**src/rtl/instr_fetch.sv**
```systemverilog
// -----------------------------------------------------------------------------
// instr_fetch
//
// Instruction fetch stage. Holds the program counter, reads 16-bit instruction
// words from program memory over a request/acknowledge handshake, and presents
// the latched word on fullBitNum to the ALU control FSM. The FSM moves the PC
// with PC_inc / pc_load and asks for the next instruction with done.
//
// Ports
//   clk          in   clock, rising edge
//   rst          in   synchronous active-high reset
//   mem_addr     out  program memory address (always equals pc)
//   mem_rd       out  read request, high only while fetching
//   mem_data     in   instruction word, sampled only with mem_ack in FETCH
//   mem_ack      in   memory data valid this cycle
//   fullBitNum   out  latched instruction for the ALU FSM
//   instr_valid  out  fullBitNum holds an executable instruction
//   PC_inc       in   increment the PC (EXEC only)
//   pc_load      in   load the PC with pc_load_val (EXEC only, beats PC_inc)
//   pc_load_val  in   jump target
//   done         in   current instruction finished (EXEC only)
//   pc           out  current program counter
//   halted       out  the halt word was fetched
//
// State table
//   state | meaning
//   IDLE  | one-cycle gap after reset before the first request
//   FETCH | mem_rd high at mem_addr=pc, waiting for mem_ack
//   EXEC  | instruction latched and valid, FSM may move the PC
//   HALT  | halt word seen; terminal until rst
// -----------------------------------------------------------------------------
module instr_fetch #(
  parameter int unsigned            ADDR_W    = 8,
  parameter logic [ADDR_W-1:0]      RESET_PC  = '0,
  parameter logic [15:0]            HALT_WORD = 16'hFFFF
) (
  input  logic              clk,
  input  logic              rst,
  output logic [ADDR_W-1:0] mem_addr,
  output logic              mem_rd,
  input  logic [15:0]       mem_data,
  input  logic              mem_ack,
  output logic [15:0]       fullBitNum,
  output logic              instr_valid,
  input  logic              PC_inc,
  input  logic              pc_load,
  input  logic [ADDR_W-1:0] pc_load_val,
  input  logic              done,
  output logic [ADDR_W-1:0] pc,
  output logic              halted
);

  typedef enum logic [1:0] {
    IDLE  = 2'd0,
    FETCH = 2'd1,
    EXEC  = 2'd2,
    HALT  = 2'd3
  } state_t;

  state_t state;

  always_ff @(posedge clk) begin
    if (rst) begin
      state       <= IDLE;
      pc          <= RESET_PC;
      fullBitNum  <= '0;
      instr_valid <= 1'b0;
      halted      <= 1'b0;
    end else begin
      case (state)
        IDLE: begin
          state <= FETCH;
        end

        FETCH: begin
          if (mem_ack) begin
            if (mem_data == HALT_WORD) begin
              // The halt word is never handed to the ALU FSM; fullBitNum keeps
              // the last executed instruction.
              halted <= 1'b1;
              state  <= HALT;
            end else begin
              fullBitNum  <= mem_data;
              instr_valid <= 1'b1;
              state       <= EXEC;
            end
          end
        end

        EXEC: begin
          if (pc_load) begin
            pc <= pc_load_val;
          end else if (PC_inc) begin
            pc <= pc + 1'b1;
          end
          // A PC update on the same edge as done is kept, so the following
          // fetch already uses the new address.
          if (done) begin
            instr_valid <= 1'b0;
            state       <= FETCH;
          end
        end

        HALT: begin
          state <= HALT;
        end

        default: begin
          state <= IDLE;
        end
      endcase
    end
  end

  assign mem_rd   = (state == FETCH);
  assign mem_addr = pc;

endmodule
```
**config.mk**
```make
export PLATFORM = sky130hd
export DESIGN_NAME = instr_fetch
export DESIGN_NICKNAME = d
export VERILOG_FILES = /design/src/rtl/instr_fetch.sv
export SDC_FILE = /design/constraint.sdc
export NUM_CORES = 1
export LEC_CHECK = 0
export BUFFER_PORTS_ARGS = -buffer_cell sky130_fd_sc_hd__buf_2
export CAP_MARGIN = 15
export CORE_MARGIN = 3
export CORE_UTILIZATION = 35
export CTS_BUF_LIST = sky130_fd_sc_hd__clkbuf_4 sky130_fd_sc_hd__clkbuf_8
export CTS_CLUSTER_SIZE = 8
export DETAILED_ROUTE_END_ITERATION = 10
export PLACE_DENSITY = 0.62
export SLEW_MARGIN = 15
export SYNTH_ARGS = -nofsm -noshare
export SYNTH_HDL_FRONTEND = slang
export SYNTH_SLANG_ARGS = --single-unit
```
**constraint.sdc**
```tcl
create_clock -name clk -period 1.23 [get_ports clk]
set_input_delay 0.1845 -clock clk [delete_from_list [all_inputs] [get_ports clk]]
set_output_delay 0.1845 -clock clk [all_outputs]
set_load 0.01 [all_outputs]
```
==> metrics.txt <==
status=finished, final reports clean; core area=3740 um2; clock share of power=0.299; Critical Path RT=approximately 1.4 ns; met3 GRT Util=0.0470; Clock Latency Late Sink=0.27 ns; Hold Startpoint=mem_data[15]; P_leak=a little over 0.9 nW; final slew viol count=0; setup violators final=0; Worst Slack Setup Final=0.00329 ns; switching share of power=0.259; vias per cell=4.83; dpl ws=-0.0876 ns; CP Data Arrival Time=1.39 ns; R2R depth=5; Power Total=1.90 mW; Hold Crit Depth=3; Total Routed Length=between 3000 and 4000 um; placed insts=280; most frequent cells in the layout=buf_2, nand2_1, dfxtp_1; post-route antenna net violation count=0; Post-Place Cell Area=1860 um2; Pwr Density=952 nW/um2; Root Buffer=clkbuf_8; Ys Warns=0; final hold vios=0; n_diodes=0; Yosys cell types=35; Crit. End Element=flop; share of layout cells above drive strength 1=0.489; switching power=0.493 mW; Finished Layout Cells=285; Slew @ Worst Pin=between 0.4 and 0.5 ns; cells after synthesis=163; CP Launch Type=flop; initial antenna violation count=0; CTS H-tree lvls=1; Period Utilization, post-route=0.997; Placer Congestion=0.747; Syn Area/Cell=approximately 8.5 um2; sequential element share of the synthesized area=0.405; register area=around 570 um2; hold buffer count at CTS=0; starting DRC count in detailed routing=66; DRT Pass-1 Iters=4; power share of the sequential group=0.511; FF-to-FF Start=mem_addr[1]; flops & latches, synth=28; met1 Track Usage GR=0.203; WL per Instance=12.0 um; Multi-input gate area=roughly 800 um2; io pins=65; die width=68.9 um; most common cell after layout, fill and taps aside=buf_2; synthesized cell area=1380 um2; Via Count=1376; chip height=between 60 and 70 um; vias in the first global route=about 1200; die area=4740 um2; clk slew on worst S/H paths=around 0.10 ns; Initial Utilization=0.369; Peak VDD IR=399 uV; worst hold path class=in2reg; first-pass GRT wire length=approximately 5500 um; num rows=22; Max-slew headroom=0.724; post-route cell area=between 1500 and 2000 um2; combinational power share=0.189; internal power=1.41 mW; # Max-Cap Violations=0; worst-case clock buffer depth=2; largest net degree at the start of global routing=33; worst clock skew=0.00244 ns; Syn Nets=194; Setup crit start=mem_addr[1]; unrepaired setup endpoints after global routing=true; layout net count=269; TritonCTS clock tree=done; crit-path max FO=4; clk sinks=28; Overflow after GRT=0; Area Growth Syn to Fin=44.6%; DRC violations left=0; hpwl dp=2620 um; overall routing resource usage=0.152; WS Path Type=reg2reg; fill count=379; number of port buffers=64; Tmin final=~1.2 ns; layer with the highest usage=met2; Num CTS Buffers=3; GR Util met2=0.240; f_max=0.815 GHz
[metrics by stage]
step / hold slack [ns] / TNS, ns / utilization
final: 0.154 / 0 / 0.534
after global routing: 0.154 / -0.377 / 0.534
after CTS: 0.153 / -0.00411 / 0.517
after detailed placement: 0.445 / -1.36 / 0.496
after global placement: 0.440 / -0.887 / 0.496
after floorplan: 0.260 / 0 / -
[final timing paths]
kind	endpoint	slack, ns
setup / recovery	mem_addr[6]	0.003
hold / removal	fullBitNum[15]	0.15
setup reg to reg	mem_addr[6]	0.003
hold reg to reg	fullBitNum[15]	0.46
[Yosys cell counts, drive strengths merged]
library cell / n / area share
nand2: 43 / 0.12
dfxtp: 28 / 0.41
mux2i: 19 / 0.14
buf: 14 / 0.075
a21oi: 8 / 0.029
nor2: 7 / 0.019
o21ai: 7 / 0.025
nand4: 5 / 0.023
a211oi: 3 / 0.025
clkbuf: 3 / 0.0081
nor3: 3 / 0.011
a31o: 2 / 0.013
a31oi: 2 / 0.0090
inv: 2 / 0.0054
nand3: 2 / 0.0072
o21a: 2 / 0.011
a2111oi: 1 / 0.011
a22o: 1 / 0.0063
and2b: 1 / 0.0063
and3: 1 / 0.0045
clkinv: 1 / 0.0027
ha: 1 / 0.0090
nand2b: 1 / 0.0045
nor2b: 1 / 0.0045
nor4: 1 / 0.0090
o211ai: 1 / 0.0054
o31ai: 1 / 0.0054
o41ai: 1 / 0.0063
or3: 1 / 0.0045
[critical path, cell delays in order, from the launching register on]
cell and delay [ns]:
dfxtp_4 0.38, ha_4 0.16, and3_4 0.19, a31o_4 0.22, a21oi_2 0.14, a211oi_2 0.04
[power by group through the flow]
stage          clock network [mW]  registers [mW]  logic (mW)
2_1_floorplan                   0            1.01       0.172
3_3_place_gp                    0           0.993       0.336
6_report                    0.569           0.973       0.360
3_5_place_dp                    0           0.992       0.339
4_1_cts                     0.584           0.973       0.344
5_1_grt                     0.629           0.979       0.402
[final cells by class]
| cell class | count | area share |
|---|---|---|
| Timing Repair Buffer | 87 | 0.254 |
| Sequential cell | 28 | 0.287 |
| Tap cell | 48 | 0.0300 |
| Inverter | 3 | 0.00563 |
| Multi-Input combinational cell | 115 | 0.395 |
| Clock buffer | 4 | 0.0275 |
[what timing repair did]
action,in CTS,in global routing
setup buffers,0,0
resized for setup,6,17
pin swaps,1,6
gates cloned,0,1
endpoints found under the setup margin,7,20
[sequential cells by signal, summed over array words and instances (netlist names)]
| name | cells |
|---|---|
| state | 2 |
| mem_addr | 8 |
| instr_valid | 1 |
| halted | 1 |
| fullBitNum | 16 |
[cell families after synthesis]
kind of cell | after synthesis | share of synthesized area
and+or+nand+nor | 66 | 0.210
AOI/OAI and AO/OA | 29 | 0.147
DFF | 28 | 0.405
buffers and inverters | 20 | 0.0914
muxes | 19 | 0.138
adders and majority gates | 1 | 0.00905
[routing by layer]
layer / wire length [um] / part of all wire
met4: 17 / 0.0050
met3: 265 / 0.077
met5: 0 / 0
met2: 1590 / 0.46
met1: 1560 / 0.45
No activity file was read; power rests on OpenSTA's default activity.
